$ cat config.mk
export PLATFORM = sky130hd
export DESIGN_NAME = board_loader
export DESIGN_NICKNAME = d
export VERILOG_FILES = /design/src/rtl/board_loader.sv
export SDC_FILE = /design/constraint.sdc
export NUM_CORES = 1
export LEC_CHECK = 0
export BUFFER_PORTS_ARGS = -buffer_cell sky130_fd_sc_hd__buf_4
export CORE_UTILIZATION = 55
export CTS_CLUSTER_DIAMETER = 200
export CTS_CLUSTER_SIZE = 30
export DETAILED_ROUTE_END_ITERATION = 8
export PLACE_DENSITY = 0.74
export SYNTH_ARGS = -nofsm -noshare
export SYNTH_HDL_FRONTEND = slang
export SYNTH_SLANG_ARGS = --single-unit
$ cat constraint.sdc
create_clock -name clock -period 4.4 [get_ports clock]
set_input_delay 0.22 -clock clock [delete_from_list [all_inputs] [get_ports clock]]
set_output_delay 0.22 -clock clock [all_outputs]
set_load 0.02 [all_outputs]
$ cat src/rtl/board_loader.sv
// Front-panel data entry: debounces three push buttons, assembles a 16-bit word
// from hex digits on the switches, and strobes it into the CPU load port.
module board_loader #(
  parameter int DB_BITS = 20,
  parameter int DB_MAX  = 500000
) (
  input  logic        clock,
  input  logic        reset,
  input  logic [3:0]  sw,
  input  logic        btn_enter,
  input  logic        btn_write,
  input  logic        btn_clear,
  output logic        load_en,
  output logic [7:0]  load_addr,
  output logic [15:0] load_data,
  output logic [15:0] entry,
  output logic [2:0]  digits
);

  localparam logic [DB_BITS-1:0] CntLast = DB_BITS'(DB_MAX - 1);

  localparam int BtnEnter = 0;
  localparam int BtnWrite = 1;
  localparam int BtnClear = 2;

  logic [2:0]         btnRaw;
  logic [2:0]         sync1_q;
  logic [2:0]         sync2_q;
  logic [2:0]         db_q;
  logic [2:0]         press_q;
  logic [DB_BITS-1:0] cnt_q [3];

  logic [15:0] entry_q, entry_d;
  logic [2:0]  digits_q, digits_d;
  logic [7:0]  addr_q, addr_d;
  logic        loadEn_q, loadEn_d;
  logic [7:0]  loadAddr_q, loadAddr_d;
  logic [15:0] loadData_q, loadData_d;

  assign btnRaw = {btn_clear, btn_write, btn_enter};

  // Press pulse is registered in the same cycle the debounced level rises.
  always_ff @(posedge clock or posedge reset) begin
    if (reset) begin
      sync1_q <= '0;
      sync2_q <= '0;
      db_q    <= '0;
      press_q <= '0;
      for (int i = 0; i < 3; i++) begin
        cnt_q[i] <= '0;
      end
    end else begin
      sync1_q <= btnRaw;
      sync2_q <= sync1_q;
      for (int i = 0; i < 3; i++) begin
        press_q[i] <= 1'b0;
        if (sync2_q[i] == db_q[i]) begin
          cnt_q[i] <= '0;
        end else if (cnt_q[i] == CntLast) begin
          cnt_q[i]   <= '0;
          db_q[i]    <= sync2_q[i];
          press_q[i] <= sync2_q[i];
        end else begin
          cnt_q[i] <= cnt_q[i] + 1'b1;
        end
      end
    end
  end

  always_comb begin
    entry_d    = entry_q;
    digits_d   = digits_q;
    addr_d     = addr_q;
    loadEn_d   = 1'b0;
    loadAddr_d = loadAddr_q;
    loadData_d = loadData_q;
    if (press_q[BtnClear]) begin
      entry_d  = '0;
      digits_d = '0;
    end else if (press_q[BtnWrite]) begin
      if (digits_q == 3'd4) begin
        loadEn_d   = 1'b1;
        loadAddr_d = addr_q;
        loadData_d = entry_q;
        entry_d    = '0;
        digits_d   = '0;
        addr_d     = addr_q + 8'd1;
      end
    end else if (press_q[BtnEnter]) begin
      if (digits_q != 3'd4) begin
        entry_d  = {entry_q[11:0], sw};
        digits_d = digits_q + 3'd1;
      end
    end
  end

  always_ff @(posedge clock or posedge reset) begin
    if (reset) begin
      entry_q    <= '0;
      digits_q   <= '0;
      addr_q     <= '0;
      loadEn_q   <= 1'b0;
      loadAddr_q <= '0;
      loadData_q <= '0;
    end else begin
      entry_q    <= entry_d;
      digits_q   <= digits_d;
      addr_q     <= addr_d;
      loadEn_q   <= loadEn_d;
      loadAddr_q <= loadAddr_d;
      loadData_q <= loadData_d;
    end
  end

  assign load_en   = loadEn_q;
  assign load_addr = loadAddr_q;
  assign load_data = loadData_q;
  assign entry     = entry_q;
  assign digits    = digits_q;

endmodule

Word level (Yosys, flattened, before mapping)
Cells that the tools add are included.

Register bits: 124. Latch bits: 0. Bits in writable memories: 0. Memory bits (read-only): 0. Input bits: 9. Logic and storage cells: 65. Memories kept: 0.

Add/subtract/negate cells: 5. Multipliers: 0. Divide/modulo/power cells: 0. $lt $le $gt $ge: 0. Equal/unequal tests: 9. Shifts and indexed selects: 0. Multiplexer cells: 25. Bitwise gates (word level): 4. Reduce and logical (&&, ||, !) cells: 7.

Operators with widths (number): 20-bit 2-to-1 mux (6); 16-bit 2-to-1 mux (5); 20-bit by 1-bit adder with 20-bit output, second input constant (3); 20-bit by 19-bit equality test with 1-bit output, second input constant (3); 3-bit 2-to-1 mux (5); 1-bit 2-to-1 mux (9); 8-bit by 1-bit adder with 8-bit output, second input constant (1); 2-bit AND reduction (3); 3-bit AND reduction (2); 3-bit nonzero test (2); 1-bit NOT (4); 3-bit by 1-bit adder with 3-bit output, second input constant (1); 1-bit equality test (3); 3-bit equality test, second input constant (1); 3-bit by 1-bit inequality test with 1-bit output, second input constant (1); 3-bit inequality test, second input constant (1).

Depth between registers and ports, before layout
Depth in word-level cells: 5. Gate-level depth with buffers: 8. Depth with buffers taken out: 7.

Worst setup path before layout
Ideal clock, no wire load.

Path type: reg-to-reg. Start: reg cnt_q[30] (netlist name). End: reg cnt_q[27] (netlist name). Arrival: 1859 ps. Required time: 4281 ps. Slack: 2422 ps. Cell stages (with the launch flop): 6. Buffers on the path: 1. Clock period less this slack: 1978 ps. Path through: dfrtp_1 -> or4b_1 -> or4_4 -> o21bai_4 -> buf_6 -> nor2_1.

Word-level cells in the longest chain between the ends: 3.

RTL lines: from (decl) (line 31) `logic [DB_BITS-1:0] cnt_q [3];`; from (signal, indexed assignment) (line 64) `cnt_q[i] <= cnt_q[i] + 1'b1;`; 20-bit by 19-bit equality test with 1-bit output (line 59) `end else if (cnt_q[i] == CntLast) begin`; 20-bit 2-to-1 mux (line 59); 20-bit 2-to-1 mux (line 57) `if (sync2_q[i] == db_q[i]) begin`.

No other way between the ends. A chain may end at the register's enable or synchronous reset.

Worst setup path in the final report
Start: reg cnt_q[48] (netlist name). End: reg cnt_q[54] (netlist name).

Word-level cells in the longest chain between the ends: 3. Elaborated cells on any way between the ends: 4. Those cells by class: 1 x add/sub; 1 x eq/ne; 2 x mux.

RTL lines (line): 20-bit by 1-bit adder with 20-bit output / 20-bit by 19-bit equality test with 1-bit output (equally long branches) (64, 59); 20-bit 2-to-1 mux (*) (59); 20-bit 2-to-1 mux (*) (57).

Mark *: on every way between the ends. The rest lies on a longest branch, timed or not.

==> flow_metrics.tcl <==
set metrics [dict create \
    outcome "finished clean" \
    cts.clk_slew.worst_paths_ps 60 \
    overflow 0 \
    syn_area_um2 5420 \
    ys_top_cells_by_area "dfrtp_1, nand2_1, xnor2_1" \
    grt_max_degree 90 \
    async_flop_share_pct 100 \
    htreeDepth 4 \
    crit_family "compound AO/OA/AOI/OAI gates" \
    core_um2 9370 \
    ios 53 \
    n_antenna_cell 0 \
    first_global_vias 3927 \
    synthXorXnorAreaFrac_pct 7.76 \
    drtIter0Drc 154 \
    r2r_slack_ps 2060 \
    dr.pass1.iters 4 \
    fin_crit_sh_pct 53.1 \
    die_w_um 101 \
    ys_seq_elements 124 \
    synth_common_cells "dfrtp_1, nand2_1, nor2_1" \
    place_ws_ps 2120 \
    grtUsageMet3_pct 6.49 \
    syn_inst 519 \
    die-area_um2 10200 \
    final_util_pct 70.4 \
    fmax_ghz 0.428 \
    antenna_found_initial 0 \
    synth_top_family_by_area "simple AND/OR/NAND/NOR gates" \
    wl_per_cell_um 15.0 \
    path_class "flop to flop" \
    top_usage_layer "met2" \
    required_ps 4740 \
    cts_buffers 17 \
    synth_top_area_share_pct 57.3 \
    stdcell_area_um2 6600 \
    use_met2_pct 37.6 \
    crit_buf_inv 0 \
    grt_use_met1_pct 31.9 \
    placed_area_um2 5920 \
    final_nets 601 \
    dp_hpwl_um 6880 \
    start_kind "flop" \
    avgSynthCellArea_um2 10.4 \
    drv_cap 0 \
    grt_pass1_wl_um 18700 \
    finalClockSkew_ps 11.7 \
    finalWirelength_um 10900 \
    ys_warn_count 0 \
    clk_latency_ps 510 \
    root_buffer "clkbuf_8" \
    cp-end-kind "flop" \
    place.gp.congestion 0.814 \
    crit_chain "nor4bb_1, nand3_1, o31ai_2, nor2_1" \
    synth-adder-area-share_pct 1.39 \
    p_leak_nw 3.03 \
    synth.largest_area_cell "dfrtp_1" \
    hold_path.class "flop to flop" \
    syn-num-nets 534 \
    dp_cells 688 \
    tns_ps 0 \
    finalHoldViolCount 0 \
    fin_cells 728 \
    report.final.slew_viol_count 0 \
    tightestPinTransition_ps 1180 \
    multiInputGateArea_um2 2180 \
    cpMaxStageDelayCell "o31ai_2" \
    synth_edf_count 0 \
    finalSetupViolations 0 \
    crit_path_max_incr_delay_ps 1010 \
    fin_crit_ps 2340 \
    clock_path_buffers 2 \
    path_max_fanout 17 \
    holdWs_ps 359 \
    synth_flop_cell "dfrtp_1" \
    rsz0062_at_grt "no" \
    seqCellArea_um2 3100 \
    io_buffers 52 \
    cts_tree "done" \
    total_power_mw 2.60 \
    clock_sinks 124 \
    vias 4015 \
    synthMuxAreaShare_pct 0.624 \
    drive_gt1_share_pct 17.5 \
    pwr_density_cell_nw_per_um2 395 \
    synth-simple-area-share_pct 22.6 \
    start_util_pct 57.8 \
    rows 35 \
    worstPathArrival_ps 2680 \
    synth-compound-area-share_pct 7.86 \
    drtAntennaViolNets 0 \
    ir_worst_vdd_mv 0.318 \
    groute.usage.overall_pct 23.9 \
    maxSlewHeadroom_pct 21.1 \
    drcViolationCount 0 \
    synth_cell_type_count 46 \
    yosysMostFrequentCell "dfrtp_1" \
    syn_to_final_growth_pct 21.9 \
    dieHeight_um 101 \
    ys_seq_area_share_pct 57.3 \
    drt-vias-per-instance 5.52 \
    fillers 722 \
    finalWorstSetupSlack_ps 2060 \
]
## placed cells by master, fill, tap and decap left out, drive strengths merged, types with 7 or more instances in the layout
cell and count:
xor2 16, dfrtp 124, o21ai 9, or4 14, buf 55, a22o 17, a21oi 18, clkbuf 18
nand2 96, xnor2 32, nand3 19, or3 9, o31ai 10, nor2 48, nor4 9, inv 19
nor3 7, nand4 20, dlygate4sd3 8
## per-layer routing
layer,routed length [um],share of wire (%),vias to the layer above
li1,-,-,1948
met5,0,0,-
met2,5200,48,75
met4,94,0.86,0
met3,421,3.9,10
met1,5180,48,1982
## kinds of logic after synthesis
family	Yosys count
compound gates	59
xor+xnor	48
fa+ha+maj	6
buf+inv	32
flops	124
mux	3
simple gates	247
## state kept, by name, indices dropped and copies added, names as in the netlist, 8 cells and up
register and flops:
addr_q 8, load_data 16, entry 16, load_addr 8, cnt_q 60
## path summary, 6_finish.rpt
check	from	end	cells after the start
worst max-delay path	cnt_q[48]	cnt_q[54]	4
worst min-delay path	sync1_q[2]	sync2_q[2]	0
worst max register to register	cnt_q[48]	cnt_q[54]	4
worst min register to register	sync1_q[2]	sync2_q[2]	0
max in group asynchronous	reset	cnt_q[54]	4
min in group asynchronous	reset	sync1_q[2]	3
## timing repair
| action | 4_1_cts | 5_1_grt |
|---|---|---|
| endpoints found under the hold margin | 11 | 0 |
| buffers inserted | 0 | 0 |
| resized for setup | 0 | 0 |
| hold buffers | 8 | 0 |
## layout make-up
class | instances | share of cell area, %
clock inverter | 14 | 2.56
sequential | 124 | 47.0
inverter | 17 | 1.00
tap | 129 | 2.45
timing repair buffer | 63 | 7.47
multi-input combinational | 363 | 33.0
clock buffer | 18 | 6.48
## power by group
part	leakage (nW)	total [mW]	switching, mW	internal, mW
clock network	0.280	1.39	0.508	0.877
registers	1.71	1.16	0.00922	1.15
logic	1.04	0.0590	0.0391	0.0199
total	3.03	2.60	0.556	2.05
Power figures use the tool's default switching activity.
